--- src/rtl/posit_pio_pkg.sv ---
// Shared types and defaults for the HPS operand/result PIO responder.
package posit_pio_pkg;

  localparam int unsigned WIDTH_DEF          = 32;
  localparam int unsigned SETTLE_CYCLES_DEF  = 4;
  localparam int unsigned TIMEOUT_CYCLES_DEF = 1024;
  localparam int unsigned NAR_MAX_W          = 64;

  typedef enum logic [1:0] {
    IDLE     = 2'd0,
    SETTLE   = 2'd1,
    ISSUE    = 2'd2,
    WAIT_RES = 2'd3
  } state_t;

  // Posit Not-a-Real: sign bit set, all other bits clear (caller truncates to width).
  function automatic logic [NAR_MAX_W-1:0] nar(input int unsigned width);
    logic [NAR_MAX_W-1:0] v;
    v = '0;
    v[6'(width - 1)] = 1'b1;
    return v;
  endfunction

endpackage

--- src/rtl/posit_pio_settle.sv ---
// Operand settle detector: shadow of last issued pair, change detector and settle counter.
// Emits a one-cycle capture strobe once the operands have been quiet long enough.
module posit_pio_settle
  import posit_pio_pkg::*;
#(
  parameter int unsigned WIDTH         = WIDTH_DEF,
  parameter int unsigned SETTLE_CYCLES = SETTLE_CYCLES_DEF
) (
  input  logic             clk,
  input  logic             rst_n,
  input  logic             idle_i,
  input  logic             settle_i,
  input  logic [WIDTH-1:0] num1_i,
  input  logic [WIDTH-1:0] num2_i,
  output logic             start_c_o,
  output logic             capture_c_o
);

  localparam int unsigned CNT_W = $clog2(SETTLE_CYCLES + 1);

  logic [WIDTH-1:0] prev_a_q, prev_b_q;
  logic [WIDTH-1:0] shadow_a_q, shadow_b_q;
  logic [CNT_W-1:0] cnt_q, cnt_d;
  logic             changed_c;

  assign changed_c   = {num1_i, num2_i} != {prev_a_q, prev_b_q};
  assign start_c_o   = idle_i && ({num1_i, num2_i} != {shadow_a_q, shadow_b_q});
  assign capture_c_o = settle_i && (cnt_q == '0) && !changed_c;

  // Any change restarts the settle window; the counter saturates at zero.
  always_comb begin
    cnt_d = cnt_q;
    if (start_c_o) begin
      cnt_d = CNT_W'(SETTLE_CYCLES - 1);
    end else if (settle_i) begin
      if (changed_c) begin
        cnt_d = CNT_W'(SETTLE_CYCLES - 1);
      end else if (cnt_q != '0) begin
        cnt_d = cnt_q - CNT_W'(1);
      end
    end
  end

  always_ff @(posedge clk or negedge rst_n) begin
    if (!rst_n) begin
      prev_a_q   <= '0;
      prev_b_q   <= '0;
      shadow_a_q <= '0;
      shadow_b_q <= '0;
      cnt_q      <= '0;
    end else begin
      prev_a_q <= num1_i;
      prev_b_q <= num2_i;
      cnt_q    <= cnt_d;
      if (capture_c_o) begin
        shadow_a_q <= num1_i;
        shadow_b_q <= num2_i;
      end
    end
  end

endmodule

--- src/rtl/posit_pio_responder.sv ---
// FPGA-side responder bridging the num1/num2/result PIO exports to a posit core.
// Optional result timeout (NaR on expiry) enabled by defining POSIT_PIO_TIMEOUT_EN.
module posit_pio_responder
  import posit_pio_pkg::*;
#(
  parameter int unsigned WIDTH          = WIDTH_DEF,
  parameter int unsigned SETTLE_CYCLES  = SETTLE_CYCLES_DEF,
  parameter int unsigned TIMEOUT_CYCLES = TIMEOUT_CYCLES_DEF
) (
  input  logic             clk,
  input  logic             reset_n,
  input  logic [WIDTH-1:0] num1_i,
  input  logic [WIDTH-1:0] num2_i,
  output logic [WIDTH-1:0] result_o,
  output logic             op_valid_o,
  input  logic             op_ready_i,
  output logic [WIDTH-1:0] op_a_o,
  output logic [WIDTH-1:0] op_b_o,
  input  logic             res_valid_i,
  output logic             res_ready_o,
  input  logic [WIDTH-1:0] res_data_i,
  output logic             busy_o
);

  if (SETTLE_CYCLES < 1) begin : g_bad_settle
    $error("SETTLE_CYCLES must be >= 1");
  end
  if (TIMEOUT_CYCLES < 2) begin : g_bad_timeout
    $error("TIMEOUT_CYCLES must be >= 2");
  end

  state_t           state_q, state_d;
  logic [WIDTH-1:0] op_a_q, op_a_d, op_b_q, op_b_d;
  logic [WIDTH-1:0] result_q, result_d;
  logic             op_valid_q, op_valid_d;
  logic             res_ready_q, res_ready_d;
  logic             busy_q, busy_d;
  logic             start_c, capture_c;

`ifdef POSIT_PIO_TIMEOUT_EN
  localparam int unsigned TMR_W = $clog2(TIMEOUT_CYCLES + 1);
  logic [TMR_W-1:0] timer_q, timer_d;
`endif

  posit_pio_settle #(
    .WIDTH         (WIDTH),
    .SETTLE_CYCLES (SETTLE_CYCLES)
  ) u_settle (
    .clk         (clk),
    .rst_n       (reset_n),
    .idle_i      (state_q == IDLE),
    .settle_i    (state_q == SETTLE),
    .num1_i      (num1_i),
    .num2_i      (num2_i),
    .start_c_o   (start_c),
    .capture_c_o (capture_c)
  );

  // Next-state and registered-output logic.
  always_comb begin
    state_d  = state_q;
    op_a_d   = op_a_q;
    op_b_d   = op_b_q;
    result_d = result_q;
`ifdef POSIT_PIO_TIMEOUT_EN
    timer_d  = '0;
`endif
    unique case (state_q)
      IDLE: begin
        if (start_c) state_d = SETTLE;
      end
      SETTLE: begin
        if (capture_c) begin
          op_a_d  = num1_i;
          op_b_d  = num2_i;
          state_d = ISSUE;
        end
      end
      ISSUE: begin
        if (op_valid_q && op_ready_i) state_d = WAIT_RES;
      end
      WAIT_RES: begin
        if (res_valid_i) begin
          result_d = res_data_i;
          state_d  = IDLE;
`ifdef POSIT_PIO_TIMEOUT_EN
        end else if (timer_q == TMR_W'(TIMEOUT_CYCLES - 1)) begin
          result_d = WIDTH'(nar(WIDTH));
          state_d  = IDLE;
        end else begin
          timer_d = timer_q + TMR_W'(1);
`endif
        end
      end
      default: state_d = IDLE;
    endcase
    op_valid_d  = (state_d == ISSUE);
    res_ready_d = (state_d == WAIT_RES);
    busy_d      = (state_d != IDLE);
  end

  always_ff @(posedge clk or negedge reset_n) begin
    if (!reset_n) begin
      state_q     <= IDLE;
      op_a_q      <= '0;
      op_b_q      <= '0;
      result_q    <= '0;
      op_valid_q  <= 1'b0;
      res_ready_q <= 1'b0;
      busy_q      <= 1'b0;
`ifdef POSIT_PIO_TIMEOUT_EN
      timer_q     <= '0;
`endif
    end else begin
      state_q     <= state_d;
      op_a_q      <= op_a_d;
      op_b_q      <= op_b_d;
      result_q    <= result_d;
      op_valid_q  <= op_valid_d;
      res_ready_q <= res_ready_d;
      busy_q      <= busy_d;
`ifdef POSIT_PIO_TIMEOUT_EN
      timer_q     <= timer_d;
`endif
    end
  end

  assign result_o    = result_q;
  assign op_valid_o  = op_valid_q;
  assign op_a_o      = op_a_q;
  assign op_b_o      = op_b_q;
  assign res_ready_o = res_ready_q;
  assign busy_o      = busy_q;

endmodule
--- config.mk ---
export PLATFORM = sky130hd
export DESIGN_NAME = posit_pio_responder
export DESIGN_NICKNAME = d
export VERILOG_FILES = /design/src/rtl/posit_pio_pkg.sv /design/src/rtl/posit_pio_settle.sv /design/src/rtl/posit_pio_responder.sv
export SDC_FILE = /design/constraint.sdc
export NUM_CORES = 1
export LEC_CHECK = 0
export ABC_AREA = 1
export CAP_MARGIN = 25
export CORE_MARGIN = 4
export CORE_UTILIZATION = 30
export CTS_BUF_LIST = sky130_fd_sc_hd__clkbuf_8
export DETAILED_ROUTE_END_ITERATION = 6
export HOLD_SLACK_MARGIN = 0.08
export SLEW_MARGIN = 20
export SYNTH_ARGS = -nofsm -noshare
export SYNTH_HDL_FRONTEND = slang
export SYNTH_HIERARCHICAL = 1
export SYNTH_SLANG_ARGS = --single-unit
--- constraint.sdc ---
create_clock -name clk -period 3.34 [get_ports clk]
set_input_delay 0.668 -clock clk [delete_from_list [all_inputs] [get_ports clk]]
set_output_delay 0.668 -clock clk [all_outputs]
set_load 0.05 [all_outputs]
---- After elaboration in Yosys (flattened, before gate mapping) ----
Cells that the tools add are included.
storage, ports and cells
  output and inout bits ................... 99
  word-level logic and storage cells ...... 43
  input bits .............................. 100
  register bits ........................... 232
cells by class
  reductions and logical operators ........ 14
  add/subtract/negate cells ............... 1
  muxes and demuxes ....................... 9
  eq/ne operators ......................... 7
operators with widths
  kind                                                                count
  64-bit != test                                                      2
  3-bit 2-to-1 mux                                                    4
  2-bit == test, second input constant                                4
  2-bit 2-to-1 mux                                                    4
  2-bit case mux with 4 select lines                                  1
  2-bit AND reduction                                                 3
  3-bit nonzero test                                                  2
  1-bit logical AND                                                   4
  2-bit nonzero test                                                  2
  3-bit logical NOT                                                   1
  3-bit by 1-bit subtractor with 3-bit output, second input constant  1
  2-bit by 1-bit == test with 1-bit output, second input constant     1
  2-bit logical NOT                                                   1
  1-bit logical NOT                                                   1

---- Logic depth before layout (Yosys ltp) ----
  depth after elaboration ................. 6
  gate-level depth with buffers ........... 16
  depth with buffers taken out ............ 15

---- Hierarchy ----
The synthesis kept the hierarchy.
by module, submodules not included
  module               cells each  instances  seq. area each (um2)  area each (um2)
  posit_pio_settle     753         1          3278.1                6291.0
  posit_pio_responder  446         1          2527.4                4071.4

---- Worst setup path after synthesis ----
Ideal clock, no wire load.
  kind .................................... input to register
  start ................................... in num1_i[23]
  end ..................................... reg op_a_q[29], in the netlist op_a_o[29]
  required time ........................... 3.274 ns
  cell stages on the path ................. 15
  library setup time ...................... 0.066 ns
  data arrival time ....................... 2.356 ns
  buffers on the path ..................... 3
  setup slack ............................. 0.918 ns
  cell sequence ........................... inv_1 nand2_1 nand2_1 nor2_1 nand2_1 nor2_1 nand2_1 nor2_4 nand3_4 nor2_8 buf_6 buf_2 buf_1 nand3_1 nand2_1
on the way
  longest elaborated chain between the ends .. 4
RTL lines
  what                           RTL line                    source
  from (decl)                    posit_pio_responder.sv:12   input logic [WIDTH-1:0] num1_i,
  64-bit != test                 posit_pio_settle.sv:26      assign changed_c = {num1_i, num2_i} != {prev_a_q, prev_b_q};
  1-bit logical NOT              posit_pio_settle.sv:28      assign capture_c_o = settle_i && (cnt_q == '0) && !changed_c;
  1-bit logical AND              posit_pio_settle.sv:28
  via capture_c                  posit_pio_responder.sv:38   logic start_c, capture_c;
  2-bit AND reduction (no line)  --
  to (signal assigned)           posit_pio_responder.sv:116  op_a_q <= op_a_d;
  to (decl)                      posit_pio_responder.sv:33   logic [WIDTH-1:0] op_a_q, op_a_d, op_b_q, op_b_d;
The timed path passes the listed nets, and every way through them passes these cells.
A chain may end at the register's enable or synchronous reset.

---- Final worst setup path ----
  start ................................... in num2_i[30]
  end ..................................... reg op_a_q[15], in the netlist op_a_o[15]
on the way
  longest elaborated chain between the ends .. 4
RTL lines
  what                           RTL line                   source
  from (decl)                    posit_pio_responder.sv:13  input logic [WIDTH-1:0] num2_i,
  64-bit != test                 posit_pio_settle.sv:26
  1-bit logical NOT              posit_pio_settle.sv:28
  1-bit logical AND              posit_pio_settle.sv:28
  via capture_c                  posit_pio_responder.sv:38
  2-bit AND reduction (no line)  --
The timed path passes the listed nets, and every way through them passes these cells.

==> flow_summary.yaml <==
synthesis:
  yosys_warnings: 6
  synth_edf_count: 0
  synth_top_area_share_pct: 56.0
  yosysUniqueCellTypes: 26
  synth_cells: 1199
  ys_ff_latch: 232
  seq_area_frac_synth_pct: 56.0
  yosys-top-cells-area: "dfrtp_1, nand2_1, nand3_1"
  synth_nets: 1301
  syn-mean-instance-area_um2: 8.64
  ys.flop_type: "dfrtp_1"
  yosysMostFrequentCell: "nand2_1"
  synth.largest_area_cell: "dfrtp_1"
  async_reset_ff_share_pct: 100
  synth_area_um2: 10400
  ys_top_cells_by_count: "nand2_1, dfrtp_1, nand3_1"
cts:
  cts_hold_buffers: 0
  clock_sinks: 232
  cts_buffer_depth: 3
  ctsResizeCount: 0
  clk-insertion-delay-late_ps: 530
  clk_pin_slew_worst_paths_ps: 50
  cts_tree: "done"
  numCtsBuffers: 43
  cts_root_buf: "clkbuf_8"
  post-cts-setup-buffers: 0
  htree_levels: 2
die:
  core_area_um2: 33800
  pin_count: 199
  die_w_um: 194
  initial_core_util_pct: 30.7
  die_area_um2: 37600
  rows: 67
  die_y_um: 194
placement:
  place.gp.congestion: 0.738
  dp_hpwl_um: 18500
  placed_cells: 1833
  io_buffer_count: 198
job:
  max_cap_viol_count: 0
cells_and_area:
  drive_gt1_share_pct: 9.12
  finalNetCount: 1532
  layout.cells.non_filler: 1909
  syn_to_final_growth_pct: 32.3
  final_util_pct: 40.6
global_routing:
  grt_overflow_total: 0
  grt_max_degree: 80
  grt_antenna_before_repair: 3
  grt_pass1_vias: 8279
  grt_pass1_wl_um: 43800
  grt_usage_pct: 14.0
sta:
  worst_pin_slew_ps: 675
  finalSetupTns_ps: 0
  clock.fmax_mhz: 370
  hold_viol: 0
  period_needed_ps: 2700
  final-setup-viol-count: 0
  min_period_over_period_pct: 80.8
  hold_ws_ps: 139
  skew_ps: 22.2
  drv_slew: 0
  maxSlewHeadroom_pct: 55.0
  rsz0062_at_grt: "no"
pwr:
  power_density_nw_per_um2: 559
  total_leakage_power_nw: 6.94
  ir_worst_vdd_mv: 0.227
detailed_routing:
  vias_per_cell: 4.33
  drt_first_pass_iters: 5
  dr_total_vias: 8260
  route.detailed.drc: 0
  drtIter0Drc: 379
  ant_nets: 0
  wl_per_cell_um: 13.9
  route.final.wire_length_um: 26600
worst_setup_path:
  cp-end-kind: "flip-flop"
  r2r.worst_path.cells: 13
  startpoint_type: "primary input"
  cp_max_fo: 52
  required_ps: 3750
  r2r_start: "u_settle/prev_b_q[30]"
  critical_path_class: "primary input to flip-flop"
  worstPathArrival_ps: 3120
  crit_path_start: "num2_i[30]"
status:
  status: "finished, final reports clean"
hold_path:
  hold_class: "primary input to async pin"
[per-stage QoR]
step	cell area, µm²	worst slack, ps	total power [mW]
4_1_cts	13700	702	7.80
3_3_place_gp	12900	188	5.13
6_report	13700	640	7.67
2_1_floorplan	10400	918	4.36
3_5_place_dp	12900	141	5.15
5_1_grt	13700	505	8.08
[logic make-up (layout without fill, tap and decap cells)]
logic type | count (synthesis) | count (layout) | synth area share [%]
simple gates | 692 | 692 | 27.5
flops | 232 | 232 | 56.0
buf+inv | 151 | 411 | 7.34
xor+xnor | 73 | 73 | 6.17
compound gates | 49 | 49 | 2.73
fa+ha+maj | 2 | 2 | 0.241
other cells | 0 | 2 | 0
[routing by layer]
metal  global-route usage (%)  share of wire, %  wire length, µm
met5                        0                 0                0
met1                     17.7                44            11700
met4                     4.45               2.5              670
met2                     23.8                48            12900
met3                     3.37               5.0             1340
[final timing paths]
| kind | end | slack (ps) |
|---|---|---|
| setup / recovery | op_a_o[15] | 640 |
| hold / removal | u_settle/prev_b_q[12] | 140 |
| setup reg to reg | op_a_o[15] | 1060 |
| hold reg to reg | op_b_o[31] | 470 |
| max in group asynchronous | u_settle/shadow_b_q[31] | 2320 |
| min in group clk | op_b_o[31] | 470 |
[layout by cell type, fill, tap and decap left out]
cell / count
inv_2: 18
ha_1: 2
nand3_4: 1
a21oi_1: 1
buf_12: 7
inv_1: 105
nor2_8: 1
clkinvlp_4: 1
xnor2_1: 50
o21ai_2: 10
clkinv_2: 3
buf_8: 1
nand4_1: 7
inv_6: 1
nand4_4: 1
clkbuf_8: 53
nand2_2: 1
nand3b_1: 1
nand3_1: 116
nand2_1: 491
xor2_1: 23
nor2_4: 3
nor3_1: 2
buf_4: 25
clkdlybuf4s50_1: 197
or2_2: 7
diode_2: 2
nor2_1: 61
dfrtp_1: 232
o21ai_1: 38
[where the power goes]
part	leakage [nW]	switching (mW)	total, mW	internal, mW
Clock	0.483	1.16	2.58	1.42
Combinational	3.42	1.27	1.89	0.625
Sequential	3.04	0.129	3.19	3.06
Total	6.94	2.56	7.67	5.11
[registers in the layout, indices dropped and copies added, names as in the netlist, 2 cells and up]
name                 count
op_a_o                  32
op_b_o                  32
result_o                32
u_settle/prev_a_q       32
u_settle/prev_b_q       32
u_settle/shadow_a_q     32
u_settle/shadow_b_q     32
u_settle/cnt_q           3
state_q                  2
[final cells by class]
cell class / instances / area (µm²)
antenna: 2 / 5.00
clock buffer: 53 / 729
sequential: 232 / 5810
clock inverter: 21 / 91.3
multi-input combinational: 816 / 3800
timing repair buffer: 230 / 2310
fill: 3375 / 20100
tap: 448 / 561
inverter: 107 / 402
[critical path, stage by stage]
cell             delay (ps)
clkdlybuf4s50_1         610
inv_2                    60
nand2_1                  60
nand2_1                  50
nor2_1                   90
nand2_1                  70
nor2_1                  180
nand2_1                 160
nor2_4                  230
nand3_4                 150
nor2_8                  150
nand2_2                 150
buf_12                  230
nand2_1                 110
nand2_1                  50
Note: power is estimated with default switching activity, not from simulation.
